`src/rtl/comp_pkg.sv`:
```
// Shared types and constants for the serial magnitude comparator.
package comp_pkg;

  localparam int unsigned SLICE_W = 2;

  typedef enum logic [1:0] {
    IDLE,
    RUN,
    DONE
  } state_e;

endpackage

```
`src/rtl/comp_slice.sv`:
```
// Combinational 2-bit unsigned magnitude comparator slice.
module comp_slice
  import comp_pkg::*;
(
  input  logic [SLICE_W-1:0] a,
  input  logic [SLICE_W-1:0] b,
  output logic               eq,
  output logic               gt,
  output logic               lt
);

  assign eq = (a == b);
  assign gt = (a > b);
  assign lt = (a < b);

endmodule

```
`src/rtl/serial_comp_ctrl.sv`:
```
// MSB-first serial magnitude comparator: one 2-bit slice per cycle, early exit on
// the first unequal slice, start/busy/done handshake with held result flags.
module serial_comp_ctrl
  import comp_pkg::*;
#(
  parameter int unsigned WIDTH = 8,
  parameter int unsigned NSL   = WIDTH / 2
) (
  input  logic                   clk,
  input  logic                   rst,
  input  logic                   start,
  input  logic [WIDTH-1:0]       A,
  input  logic [WIDTH-1:0]       B,
  output logic                   busy,
  output logic                   done,
  output logic                   AeqB,
  output logic                   AgtB,
  output logic                   AltB,
  output logic [$clog2(NSL):0]   nslice
);

  localparam int unsigned CW = (NSL > 1) ? $clog2(NSL) : 1;
  localparam int unsigned NW = $clog2(NSL) + 1;

  localparam logic [CW-1:0] CntInit = CW'(NSL - 1);
  localparam logic [NW-1:0] NslMax  = NW'(NSL);

  state_e            state_q, state_d;
  logic [WIDTH-1:0]  sa_q, sa_d;
  logic [WIDTH-1:0]  sb_q, sb_d;
  logic [CW-1:0]     cnt_q, cnt_d;
  logic              eq_q, eq_d;
  logic              gt_q, gt_d;
  logic              lt_q, lt_d;
  logic [NW-1:0]     ns_q, ns_d;

  logic              sl_eq, sl_gt, sl_lt;

  comp_slice u_slice (
    .a  (sa_q[WIDTH-1 -: SLICE_W]),
    .b  (sb_q[WIDTH-1 -: SLICE_W]),
    .eq (sl_eq),
    .gt (sl_gt),
    .lt (sl_lt)
  );

  always_comb begin
    state_d = state_q;
    sa_d    = sa_q;
    sb_d    = sb_q;
    cnt_d   = cnt_q;
    eq_d    = eq_q;
    gt_d    = gt_q;
    lt_d    = lt_q;
    ns_d    = ns_q;

    case (state_q)
      IDLE: begin
        if (start) begin
          sa_d    = A;
          sb_d    = B;
          cnt_d   = CntInit;
          eq_d    = 1'b0;
          gt_d    = 1'b0;
          lt_d    = 1'b0;
          ns_d    = '0;
          state_d = RUN;
        end
      end
      RUN: begin
        if (sl_gt) begin
          gt_d    = 1'b1;
          ns_d    = NslMax - NW'(cnt_q);
          state_d = DONE;
        end else if (sl_lt) begin
          lt_d    = 1'b1;
          ns_d    = NslMax - NW'(cnt_q);
          state_d = DONE;
        end else if (cnt_q == '0) begin
          eq_d    = 1'b1;
          ns_d    = NslMax;
          state_d = DONE;
        end else begin
          sa_d    = sa_q << SLICE_W;
          sb_d    = sb_q << SLICE_W;
          cnt_d   = cnt_q - 1'b1;
        end
      end
      DONE: begin
        state_d = IDLE;
      end
      default: begin
        state_d = IDLE;
      end
    endcase
  end

  always_ff @(posedge clk or posedge rst) begin
    if (rst) begin
      state_q <= IDLE;
      sa_q    <= '0;
      sb_q    <= '0;
      cnt_q   <= '0;
      eq_q    <= 1'b0;
      gt_q    <= 1'b0;
      lt_q    <= 1'b0;
      ns_q    <= '0;
    end else begin
      state_q <= state_d;
      sa_q    <= sa_d;
      sb_q    <= sb_d;
      cnt_q   <= cnt_d;
      eq_q    <= eq_d;
      gt_q    <= gt_d;
      lt_q    <= lt_d;
      ns_q    <= ns_d;
    end
  end

  assign busy   = (state_q != IDLE);
  assign done   = (state_q == DONE);
  assign AeqB   = eq_q;
  assign AgtB   = gt_q;
  assign AltB   = lt_q;
  assign nslice = ns_q;

endmodule

```
`config.mk`:
```
export PLATFORM = sky130hd
export DESIGN_NAME = serial_comp_ctrl
export DESIGN_NICKNAME = d
export VERILOG_FILES = /design/src/rtl/comp_pkg.sv /design/src/rtl/comp_slice.sv /design/src/rtl/serial_comp_ctrl.sv
export SDC_FILE = /design/constraint.sdc
export NUM_CORES = 1
export LEC_CHECK = 0
export CAP_MARGIN = 30
export CORE_MARGIN = 3
export CORE_UTILIZATION = 50
export DETAILED_ROUTE_END_ITERATION = 8
export DONT_BUFFER_PORTS = 1
export SLEW_MARGIN = 15
export SYNTH_ARGS = -nofsm -noshare
export SYNTH_HDL_FRONTEND = slang
export SYNTH_SLANG_ARGS = --single-unit
export TNS_END_PERCENT = 1
```
`constraint.sdc`:
```
create_clock -name clk -period 3 [get_ports clk]
set_clock_uncertainty 0.2 [all_clocks]
set_input_delay 0.9 -clock clk [delete_from_list [all_inputs] [get_ports clk]]
set_output_delay 0.9 -clock clk [all_outputs]
set_load 0.02 [all_outputs]
```
Yosys cells after proc, flatten, opt, wreduce, memory -nomap -nowiden:

Index checks and enable logic that the tools add are counted.
Widths: inputs -> output; s select.

* flip-flop bits (word level): 26
* bits of input ports: 19
* output and inout bits: 8
* word-level logic and storage cells: 67

* add/subtract/negate cells: 2
* magnitude comparators: 2
* eq/ne operators: 10
* mux-type cells: 35
* reduce and logical (&&, ||, !) cells: 10

Operator list (count)
* $mux 8: 8
* $pmux 8 s2: 2
* $mux 2: 8
* $ne 2x2->1 const B: 7
* $mux 3: 4
* $reduce_and 5->1: 2
* $pmux 2 s2: 2
* $mux 1: 7
* $pmux 1 s2: 3
* $pmux 3 s2: 1
* $reduce_and 3->1: 2
* $logic_not 2->1: 2
* $ne 4x4->1 const B: 1
* $reduce_and 4->1: 1
* $reduce_bool 2->1: 2
* $sub 3x2->3 const A: 1
* $eq 2x1->1 const B: 1
* $eq 2x2->1 const B: 1
* $gt 2x2->1: 1
* $lt 2x2->1: 1
* $reduce_and 2->1: 1
* $sub 2x1->2 const B: 1

Longest topological paths before layout:

Gate-level depths: netlist (run 1).

* depth after elaboration: 5
* mapped depth: 8
* gate-level depth less buffers: 6

Modules after synthesis:

A second synthesis (run 1) with hierarchy kept.

* cells, all modules: 134
* area, all modules: 1421.4 um^2

By module, submodules not included
* serial_comp_ctrl: instances 1, cells each 125, area an instance 1358.8 um^2, sequential area each 650.6 um^2
* comp_slice: instances 1, cells each 9, area an instance 62.6 um^2, sequential area each 0.0 um^2

Worst setup path after synthesis (run 1):

OpenSTA, ideal clock, no wires.

* path kind: input to register
* start point: in start
* end point: reg sa_q[5]
* setup time: 125 ps
* arrival time: 1783 ps
* data required time: 2675 ps
* path slack: 891 ps
* stages on the path: 5
* path buffers: 2
* cells stage by stage: nand2b_1 > a211o_1 > buf_6 > buf_8 > mux2_4

* cells in the longest elaborated chain, start to end: 2

RTL lines
* start: declaration: line serial_comp_ctrl.sv:11 `input logic start,`
* $ne 2x2->1 (no source line)
* $reduce_and 5->1 (no source line)
* end signal: assignment: line serial_comp_ctrl.sv:101 `sa_q <= '0;`
* end signal: assignment: line serial_comp_ctrl.sv:110 `sa_q <= sa_d;`
* end: declaration: line serial_comp_ctrl.sv:29 `logic [WIDTH-1:0] sa_q, sa_d;`

Every way passes these cells.
A chain may end at the register's enable or synchronous reset.

Worst setup path after layout (run 1):

* start point: reg state_q[1]
* end point: reg sb_q[4]

* cells in the longest elaborated chain, start to end: 3
* elaborated cells on any way between the ends: 9
* those cells by class: eq/ne: 5; mux: 1; reduce/logical: 3

RTL lines
* start: declaration: line serial_comp_ctrl.sv:28 `state_e state_q, state_d;`
* start signal: assignment: line serial_comp_ctrl.sv:109 `state_q <= state_d;`
* $eq 2x1->1 or $logic_not 2->1 (tied branches): line serial_comp_ctrl.sv:57 `case (state_q)`
* $ne 2x2->1 (no source line) or $reduce_bool 2->1 (tied branches)
* $reduce_and 5->1 (no source line)
* end signal: assignment: line serial_comp_ctrl.sv:102 `sb_q <= '0;`
* end signal: assignment: line serial_comp_ctrl.sv:111 `sb_q <= sb_d;`
* end: declaration: line serial_comp_ctrl.sv:30 `logic [WIDTH-1:0] sb_q, sb_d;`

Parallel ways exist; a longest one is shown, timed or not.

==> results of run 1 <==
## final cells by class
cell class / count / share of cell area
Multi-Input combinational cell: 63 / 0.4185
Tap cell: 28 / 0.02669
Clock buffer: 4 / 0.02765
Sequential cell: 26 / 0.4957
Inverter: 9 / 0.02574
Timing Repair Buffer: 1 / 0.005720
## worst register-to-register path, stage by stage, from the launching register on
cell,delay (ns)
sky130_fd_sc_hd__dfrtp_1,0.45
sky130_fd_sc_hd__nand2b_1,0.37
sky130_fd_sc_hd__a31oi_4,0.29
sky130_fd_sc_hd__a211o_1,0.63
sky130_fd_sc_hd__mux2_2,0.41
## cell usage in the layout (no fill, tap or decap)
master	n
sky130_fd_sc_hd__clkbuf_8	1
sky130_fd_sc_hd__nand2b_1	4
sky130_fd_sc_hd__nand2_1	4
sky130_fd_sc_hd__a21oi_1	3
sky130_fd_sc_hd__o21ai_0	1
sky130_fd_sc_hd__inv_1	9
sky130_fd_sc_hd__nor3_1	1
sky130_fd_sc_hd__mux2_2	19
sky130_fd_sc_hd__a22o_1	7
sky130_fd_sc_hd__nor2b_1	2
sky130_fd_sc_hd__a211o_1	1
sky130_fd_sc_hd__clkbuf_4	3
sky130_fd_sc_hd__or2_2	1
sky130_fd_sc_hd__a21o_1	1
sky130_fd_sc_hd__and2b_1	1
sky130_fd_sc_hd__o22ai_1	1
sky130_fd_sc_hd__a31oi_4	1
sky130_fd_sc_hd__mux2i_1	4
sky130_fd_sc_hd__nor2_1	5
sky130_fd_sc_hd__mux2_4	2
sky130_fd_sc_hd__a31oi_1	1
sky130_fd_sc_hd__dfrtp_1	26
sky130_fd_sc_hd__ha_1	3
sky130_fd_sc_hd__nand4_1	1
sky130_fd_sc_hd__buf_4	1
## routing by layer
layer,vias up,GRT usage
met3,2,0.03448
li1,354,-
met4,0,0.05085
met5,-,0
met1,360,0.1959
met2,23,0.2129
## cell families after synthesis
logic type | after synthesis
AO/OA/AOI/OAI | 16
adder cells (fa/ha/maj) | 3
buffers and inverters | 13
flip-flops | 26
multiplexers | 25
AND/OR/NAND/NOR | 19
## flip-flops by register name, summed over array words and instances, names as in the netlist
register and flops:
AltB 1, nslice 3, state_q 2, sa_q 8, cnt_q 2, sb_q 8
AeqB 1, AgtB 1
## worst max path at each step
stage	end	slack (ns)	cells past startpoint
2_1_floorplan	sa_q[5]	0.89	5
3_3_place_gp	sb_q[4]	0.59	4
6_report	sb_q[4]	0.55	4
5_1_grt	sb_q[4]	0.40	4
4_1_cts	sa_q[3]	0.53	4
3_5_place_dp	sa_q[3]	0.54	4
## power by group through the flow
stage          clock (uW)  combinational, uW  sequential [uW]
6_report              172                728              623
5_1_grt               200                804              643
4_1_cts               181                739              624
3_5_place_dp            0                737              632
2_1_floorplan           0                700              605
3_3_place_gp            0                725              626
## metrics by stage
stage | hold slack (ns) | instances
after floorplan | 0.2671 | 102
after global placement | 0.2837 | 127
after detailed placement | 0.2868 | 127
after CTS | 0.3098 | 131
after global routing | 0.3036 | 131
final | 0.3072 | 131
==> summary.txt, run 1 <==
Synth
  • Compound-Gate Fraction of Synth Area: 0.1029
  • Register area share after synthesis: 0.5098
  • Total of warnings raised by yosys: 0
  • Synth top area cells: sky130_fd_sc_hd__dfrtp_1, sky130_fd_sc_hd__mux2_2, sky130_fd_sc_hd__a22o_1
  • Post-synthesis mux area share: 0.2225
  • Post-synth top area cell: sky130_fd_sc_hd__dfrtp_1
  • Count of mapped cells out of synthesis: 102
  • Netlist area before placement: 1276 um2
  • Dominant synthesized flop cell: sky130_fd_sc_hd__dfrtp_1
  • Seq cells post-synth: 26
  • Synth Area per Inst: 12.51 um2
  • Number of distinct library cells after synthesis: 25
  • Adder-cell share of the synthesized area: 0.02941
  • Fraction of post-synthesis cell area in the top cell type by area: 0.5098
  • Nets in the synthesized netlist: 124
  • Largest family of logic cells by synthesized area: multiplexers
  • Most used standard cell by instance count after synthesis: sky130_fd_sc_hd__dfrtp_1
  • Xor/xnor share of the synthesized area: 0
  • Post-synth EDFFs: 0
  • Commonest cells in the synthesized netlist: sky130_fd_sc_hd__dfrtp_1, sky130_fd_sc_hd__mux2_2, sky130_fd_sc_hd__inv_1
  • Share of synthesized cell area in and, or, nand and nor gates: 0.07549
  • FFs w/ async S/R, synth: 1.000

Route
  • Post-detailed-route via-to-cell ratio: 5.641
  • Total wire length: 2130 um
  • Met1 layer wirelength in the final routing: 1022 um
  • Total vias in the final route: 739
  • Antenna Nets Post-Route: 0
  • DRC violations left: 0
  • Met3 WL: 101 um
  • DR WL/cell: 16.26 um
  • Max layer used: met4
  • Detailed-routing iteration count for the pre-antenna-repair pass: 4
  • Detail Route met2 WL: 994 um
  • Number of DRC markers after the initial detailed-route iteration: 19

GRT
  • Final global-route overflow total: 0
  • Global Route Usage Sum: 0.1411
  • Number of global-route vias before repair: 786
  • Maximum number of pins on one net before global-route repair: 27
  • Number of antenna violations at the first check in global routing: 0
  • Global-route wire length before repair: 3519 um

Clocking
  • Clock Path Buffers: 2
  • Number of buffers inserted during clock tree synthesis: 3
  • Clock root buffer: sky130_fd_sc_hd__clkbuf_4
  • H-tree Lvls: 1
  • TritonCTS clock tree: built
  • Clock latency on the worst-skew pair: 0.31 ns
  • Hold-fix buffers, CTS: 0
  • Reg clk slew, reported paths: 0.14 ns
  • Buffer count from post-CTS setup fixing: 0
  • Clk sink count: 26
  • PostCTS Resize Cnt: 0

Final layout
  • Final net count: 126
  • Final design utilization: 0.5661
  • Relative area change from synthesis to final layout: 2.843%
  • Footprint of the multi-input gates: 549.3 um2
  • Seq. cell area: 650.6 um2
  • Filler cell count: 208
  • Layout cells sized above 1: 0.2718
  • # diodes: 0
  • Fin area: 1313 um2

Run
  • Max-cap violation count: 0

Setup path
  • Master of the slowest instance on the critical path: sky130_fd_sc_hd__a211o_1
  • Data arrival time of the worst path: 2.45 ns
  • Delay of the slowest critical-path stage: 0.63 ns
  • Type of origin of the critical path: flip-flop
  • FF-to-FF path depth: 4
  • Delay-heaviest family, CP: compound AO/OA/AOI/OAI gates
  • Data required time of the critical path: 3.01 ns
  • Highest net fanout along the worst path: 19
  • Crit-path cells: nand2b_1 > a31oi_4 > a211o_1 > mux2_2
  • Start-to-end type of the worst setup path: flip-flop to flip-flop
  • Launch point of the worst reg-to-reg path: state_q[1]
  • Worst flop-to-flop path endpoint: sb_q[4]
  • Launching element of the worst setup path: state_q[1]
  • Reg2reg setup slack: 0.55 ns
  • Critical Path End Type: flip-flop
  • Total buffers and inverters traversed by the critical path: 0

Power and ir drop
  • Relative contribution of sequential cells to total power: 0.409
  • Leakage component of the power: 0.0006368 uW
  • Internal power: 952.4 uW
  • Worst IR drop on VDD: 0.0006605 V
  • Power share of the clock group: 0.113
  • Psw: 571.6 uW
  • Switching power as a share of total power: 0.3751
  • Total power consumption of the routed design: 1524 uW
  • Pwr Density: 1161 nW/um2
  • Share of total power in combinational logic: 0.478

STA
  • Minimum setup slack in the final design: 0.5538 ns
  • Max Fclk: 408.8 MHz
  • RSZ-0062 raised after global routing: false
  • Hold Vio Cnt, Final: 0
  • Final period utilization: 0.8154
  • Slew at the pin with the worst max-slew slack: 0.7637 ns
  • Time the worst path needs with I/O delays and setup: 2.446 ns
  • # setup viols final: 0
  • Sum Neg Setup Slack: 0 ns
  • Number of pins with negative max-slew slack in the final report: 0
  • Worst slew margin: 0.4909

Floorplanning
  • Num rows: 17
  • Height of the die: 56.52 um
  • Horiz. Die Dim: 56.52 um
  • Initial standard-cell utilization of the core: 0.5505
  • I/O pin count: 27
  • Core outline area: 2318 um2
  • Die area: 3195 um2

Placement
  • Pre-CTS worst setup slack: 0.5436 ns
  • Gpl congestion: 0.7520
  • Buffers on Ports: 0
  • Half-perimeter wire length after detailed placement: 1548 um
  • Placed Instance Area: 1276 um2

Worst hold path
  • Worst hold path type: primary input to async pin

Status
  • Result of the run: finished, final reports clean
Note: power is estimated with default switching activity, not from simulation.
==> run 2: changes to the inputs <==
==> constraint.sdc (replaced) <==
create_clock -name clk -period 2.4 [get_ports clk]
set_clock_uncertainty 0.2 [all_clocks]
set_input_delay 0.72 -clock clk [delete_from_list [all_inputs] [get_ports clk]]
set_output_delay 0.72 -clock clk [all_outputs]
set_load 0.02 [all_outputs]
==> summary.txt, run 2 (same netlist as run 1, synthesis figures left out) <==
Setup path
  • Total buffers and inverters traversed by the critical path: 0
  • Crit-path cells: or2_2
  • Master of the slowest instance on the critical path: sky130_fd_sc_hd__dfrtp_1
  • FF-to-FF path depth: 6
  • Delay-heaviest family, CP: flip-flops
  • Critical Path End Type: output pin
  • Start-to-end type of the worst setup path: flip-flop to output pin
  • Depth of the critical timing path with buffers and inverters included: 1
  • Data required time of the critical path: 1.48 ns
  • Highest net fanout along the worst path: 7
  • Data arrival time of the worst path: 1.16 ns
  • Type of origin of the critical path: flip-flop
  • Delay of the slowest critical-path stage: 0.46 ns

Power and ir drop
  • Psw: 728.8 uW
  • Relative contribution of sequential cells to total power: 0.380
  • Worst IR drop on VDD: 0.0008205 V
  • Internal power: 1305 uW
  • Power share of the clock group: 0.147
  • Pwr Density: 1497 nW/um2
  • Share of total power in combinational logic: 0.472
  • Switching power as a share of total power: 0.3583
  • Leakage component of the power: 0.0006631 uW

Route
  • Number of DRC markers after the initial detailed-route iteration: 13
  • Post-detailed-route via-to-cell ratio: 5.696
  • Antenna Nets Post-Route: 0
  • DR WL/cell: 15.63 um
  • DRC violations left: 0
  • Total vias in the final route: 769
  • Detailed-routing iteration count for the pre-antenna-repair pass: 4
  • Total wire length: 2110 um

GRT
  • Global Route Usage Sum: 0.1490
  • Global-route wire length before repair: 3732 um
  • Number of global-route vias before repair: 807
  • Maximum number of pins on one net before global-route repair: 27
  • Number of antenna violations at the first check in global routing: 0
  • Final global-route overflow total: 0

Floorplanning
  • Initial standard-cell utilization of the core: 0.5505
  • Num rows: 17
  • Die area: 3195 um2
  • Horiz. Die Dim: 56.52 um
  • I/O pin count: 27
  • Height of the die: 56.52 um
  • Core outline area: 2318 um2

STA
  • Max Fclk: 479.8 MHz
  • # setup viols final: 0
  • Worst slew margin: 0.7308
  • Minimum setup slack in the final design: 0.3159 ns
  • RSZ-0062 raised after global routing: false
  • Number of pins with negative max-slew slack in the final report: 0
  • Slew at the pin with the worst max-slew slack: 0.4029 ns
  • Hold Vio Cnt, Final: 0
  • Time the worst path needs with I/O delays and setup: 2.084 ns
  • Sum Neg Setup Slack: 0 ns
  • Final period utilization: 0.8684

Clocking
  • Reg clk slew, reported paths: 0.14 ns
  • Clock latency on the worst-skew pair: 0.32 ns
  • Buffer count from post-CTS setup fixing: 0
  • H-tree Lvls: 1
  • Hold-fix buffers, CTS: 0
  • Clock Path Buffers: 2
  • PostCTS Resize Cnt: 0
  • Clk sink count: 26
  • Clock root buffer: sky130_fd_sc_hd__clkbuf_4
  • TritonCTS clock tree: built
  • Number of buffers inserted during clock tree synthesis: 3

Final layout
  • # diodes: 0
  • Final net count: 130
  • Count of placed standard cells in the final layout, fillers left out: 135
  • Most common cell after layout, fill and taps aside: sky130_fd_sc_hd__dfrtp_1
  • Layout cells sized above 1: 0.2991
  • Most frequent cells in the layout: sky130_fd_sc_hd__dfrtp_1, sky130_fd_sc_hd__mux2_2, sky130_fd_sc_hd__inv_1
  • Relative area change from synthesis to final layout: 6.470%

Placement
  • Buffers on Ports: 0
  • Half-perimeter wire length after detailed placement: 1526 um
  • Count of placed standard cells including taps: 131
  • Pre-CTS worst setup slack: 0.3180 ns
  • Gpl congestion: 0.7753

Run
  • Max-cap violation count: 0

Worst hold path
  • Worst hold path type: primary input to async pin

Status
  • Result of the run: finished, final reports clean
-- run 2: metal layers --
| layer | track usage | routed length [um] |
|---|---|---|
| met4 | 0.02034 | 0 |
| met5 | 0 | 0 |
| met1 | 0.1901 | 1007 |
| met3 | 0.05977 | 134 |
| met2 | 0.2426 | 968 |
-- run 2: final cells by class --
class,count,area (um2)
Clock buffer,3,22.52
Clock inverter,1,30.03
Fill cell,207,959.7
Inverter,9,33.78
Multi-Input combinational cell,63,549.3
Sequential cell,26,650.6
Tap cell,28,35.03
Timing Repair Buffer,5,37.54
-- run 2: final timing paths --
kind / start / endpoint / slack, ns
max in group asynchronous: rst / sb_q[4] / 1.64
min in group clk: A[1] / sa_q[1] / 0.32
min reg2reg: sb_q[3] / sb_q[3] / 0.32
max: state_q[0] / busy / 0.32
max reg2reg: sa_q[7] / sa_q[3] / 0.32
min: rst / sb_q[1] / 0.11
-- run 2: power by group through the flow --
stage	sequential (uW)	clock, uW	combinational, uW
floorplan	756	0	875
global placement	783	0	954
detailed placement	787	0	970
CTS	777	312	975
global route	808	330	1070
finish	774	300	961
-- run 2: metrics by stage --
stage / hold WS, ns / util / power [uW] / instance area [um2]
4_1_cts: 0.1062 / 0.5861 / 2064 / 1359
6_report: 0.1082 / 0.5861 / 2034 / 1359
3_5_place_dp: 0.2847 / 0.5634 / 1757 / 1306
2_1_floorplan: 0.2671 / - / 1631 / 1276
3_3_place_gp: 0.2847 / 0.5634 / 1737 / 1306
5_1_grt: 0.1144 / 0.5861 / 2203 / 1359
==> run 3: changes to the inputs <==
--- a/config.mk
+++ b/config.mk
@@ -13,5 +13,6 @@
 export SLEW_MARGIN = 15
 export SYNTH_ARGS = -nofsm -noshare
 export SYNTH_HDL_FRONTEND = slang
+export SYNTH_HIERARCHICAL = 1
 export SYNTH_SLANG_ARGS = --single-unit
 export TNS_END_PERCENT = 1
==> summary.txt, run 3 <==
Run
  • Max-cap violation count: 0

Synth
  • Post-synth EDFFs: 0
  • Number of distinct library cells after synthesis: 29
  • Most used standard cell by instance count after synthesis: sky130_fd_sc_hd__dfrtp_1
  • Seq cells post-synth: 26
  • Commonest cells in the synthesized netlist: sky130_fd_sc_hd__dfrtp_1, sky130_fd_sc_hd__nor2_1, sky130_fd_sc_hd__a2bb2oi_1, sky130_fd_sc_hd__o221a_2, sky130_fd_sc_hd__a21oi_1
  • Nets in the synthesized netlist: 157
  • Synth Area per Inst: 10.61 um2
  • Synth top area cells: sky130_fd_sc_hd__dfrtp_1, sky130_fd_sc_hd__o221a_2, sky130_fd_sc_hd__a2bb2oi_1
  • Register area share after synthesis: 0.4577
  • Total of warnings raised by yosys: 6
  • Count of mapped cells out of synthesis: 134
  • FFs w/ async S/R, synth: 1.000
  • Dominant synthesized flop cell: sky130_fd_sc_hd__dfrtp_1
  • Fraction of post-synthesis cell area in the top cell type by area: 0.4577
  • Netlist area before placement: 1421 um2
  • Post-synth top area cell: sky130_fd_sc_hd__dfrtp_1

Clocking
  • Buffer count from post-CTS setup fixing: 0
  • Number of buffers inserted during clock tree synthesis: 3
  • Clock Path Buffers: 2
  • Clock latency on the worst-skew pair: 0.30 ns
  • Clk sink count: 26
  • H-tree Lvls: 1
  • TritonCTS clock tree: built
  • Reg clk slew, reported paths: 0.13 ns
  • Hold-fix buffers, CTS: 0
  • Clock root buffer: sky130_fd_sc_hd__clkbuf_4
  • PostCTS Resize Cnt: 0

STA
  • Hold Vio Cnt, Final: 0
  • Number of pins with negative max-slew slack in the final report: 0
  • Slew at the pin with the worst max-slew slack: 0.9649 ns
  • Worst slew margin: 0.3554
  • Final period utilization: 0.9077
  • Sum Neg Setup Slack: 0 ns
  • Final hold slack: 0.1365 ns
  • Time the worst path needs with I/O delays and setup: 2.178 ns
  • RSZ-0062 raised after global routing: false
  • # setup viols final: 0
  • Max Fclk: 459.0 MHz

GRT
  • Global-route wire length before repair: 4968 um
  • Number of antenna violations at the first check in global routing: 0
  • Global Route Usage Sum: 0.1852
  • Final global-route overflow total: 0
  • Number of global-route vias before repair: 1,035
  • Maximum number of pins on one net before global-route repair: 27

Final layout
  • Seq. cell area: 650.6 um2
  • Relative area change from synthesis to final layout: 5.193%
  • Final design utilization: 0.5773
  • Footprint of the multi-input gates: 694.4 um2
  • Most frequent cells in the layout: sky130_fd_sc_hd__dfrtp_1, sky130_fd_sc_hd__nor2_1, sky130_fd_sc_hd__a2bb2oi_1, sky130_fd_sc_hd__o221a_2, sky130_fd_sc_hd__a21oi_1
  • Most common cell after layout, fill and taps aside: sky130_fd_sc_hd__dfrtp_1
  • Filler cell count: 244
  • Final net count: 163
  • Layout cells sized above 1: 0.2174
  • Count of placed standard cells in the final layout, fillers left out: 168
  • # diodes: 0

Setup path
  • Start-to-end type of the worst setup path: flip-flop to output pin
  • Critical Path End Type: output pin
  • Data required time of the critical path: 1.48 ns
  • FF-to-FF path depth: 7
  • Data arrival time of the worst path: 1.26 ns
  • Type of origin of the critical path: flip-flop
  • Highest net fanout along the worst path: 9

Route
  • Total vias in the final route: 1,025
  • Detailed-routing iteration count for the pre-antenna-repair pass: 4
  • Number of DRC markers after the initial detailed-route iteration: 37
  • Post-detailed-route via-to-cell ratio: 6.101
  • DRC violations left: 0
  • Antenna Nets Post-Route: 0
  • DR WL/cell: 17.34 um
  • Total wire length: 2913 um

Power and ir drop
  • Worst IR drop on VDD: 0.0008685 V
  • Power share of the clock group: 0.077
  • Psw: 966.4 uW
  • Relative contribution of sequential cells to total power: 0.356
  • Internal power: 1356 uW
  • Pwr Density: 1553 nW/um2
  • Share of total power in combinational logic: 0.566
  • Switching power as a share of total power: 0.4162
  • Leakage component of the power: 0.0006738 uW
  • Total power consumption of the routed design: 2322 uW

Floorplanning
  • Horiz. Die Dim: 59.32 um
  • I/O pin count: 27
  • Core outline area: 2590 um2
  • Num rows: 18
  • Height of the die: 59.32 um
  • Initial standard-cell utilization of the core: 0.5488
  • Die area: 3518 um2

Placement
  • Count of placed standard cells including taps: 165
  • Half-perimeter wire length after detailed placement: 2136 um
  • Buffers on Ports: 0
  • Gpl congestion: 0.7241

Status
  • Result of the run: finished, final reports clean

Worst hold path
  • Worst hold path type: primary input to async pin
==> run 3: cell types whose count changed in the layout (fill, tap and decap cells not counted), moves of 4 or more <==
cell | before | now
sky130_fd_sc_hd__a22o_1 | 7 | 2
sky130_fd_sc_hd__a21oi_1 | 3 | 10
sky130_fd_sc_hd__mux2_2 | 19 | 0
sky130_fd_sc_hd__o2bb2ai_1 | 0 | 5
sky130_fd_sc_hd__nor2_1 | 5 | 20
sky130_fd_sc_hd__a2bb2oi_1 | 0 | 12
sky130_fd_sc_hd__o221a_2 | 0 | 12
sky130_fd_sc_hd__nor2b_1 | 2 | 6
==> run 3: path summary, 6_finish.rpt <==
path,from,endpoint,slack (ns)
worst max-delay path,state_q[0],done,0.22
min in group clk,sa_q[1],sa_q[1],0.35
worst min register to register,sa_q[1],sa_q[1],0.35
max in group asynchronous,rst,cnt_q[1],1.61
worst min-delay path,rst,sa_q[0],0.14
worst max register to register,sa_q[6],sa_q[2],0.27
==> run 3: final cells by class <==
class | count | share of cell area
Clock buffer | 3 | 0.01506
Inverter | 8 | 0.02008
Multi-Input combinational cell | 93 | 0.4644
Sequential cell | 26 | 0.4351
Tap cell | 30 | 0.02510
Timing Repair Buffer | 8 | 0.04017
==> run 3: cells by family after synthesis <==
logic type | after synthesis | synth area share
AOI/OAI and AO/OA | 50 | 0.3019
muxes | 1 | 0.007043
buffers and inverters | 15 | 0.05369
and+or+nand+nor | 38 | 0.1444
DFF | 26 | 0.4577
adders and majority gates | 4 | 0.03521
==> run 3: per-layer routing <==
layer | track usage | wire, um
met3 | 0.03268 | 115
met2 | 0.2902 | 1319
met4 | 0.04854 | 15
met1 | 0.2631 | 1462
met5 | 0 | 0
==> run 3: through the flow <==
step / worst slack [ns] / area [um2]
2_1_floorplan: 0.08642 / 1421
3_3_place_gp: 0.2632 / 1473
3_5_place_dp: 0.2103 / 1473
4_1_cts: 0.2111 / 1495
5_1_grt: 0.1226 / 1495
6_report: 0.2216 / 1495
==> run 3: power by group through the flow <==
stage | Clock, uW | Combinational [uW] | Sequential (uW)
after floorplan | 0 | 1090 | 774
after global placement | 0 | 1280 | 833
final | 180 | 1320 | 827
after detailed placement | 0 | 1320 | 837
after CTS | 183 | 1330 | 826
after global routing | 202 | 1470 | 856
==> run 3: critical path, cell delays in order (launching register included) <==
cell and delay, ns:
sky130_fd_sc_hd__dfrtp_1 0.50, sky130_fd_sc_hd__buf_4 0.21, sky130_fd_sc_hd__nor2_1 0.10, sky130_fd_sc_hd__buf_4 0.15
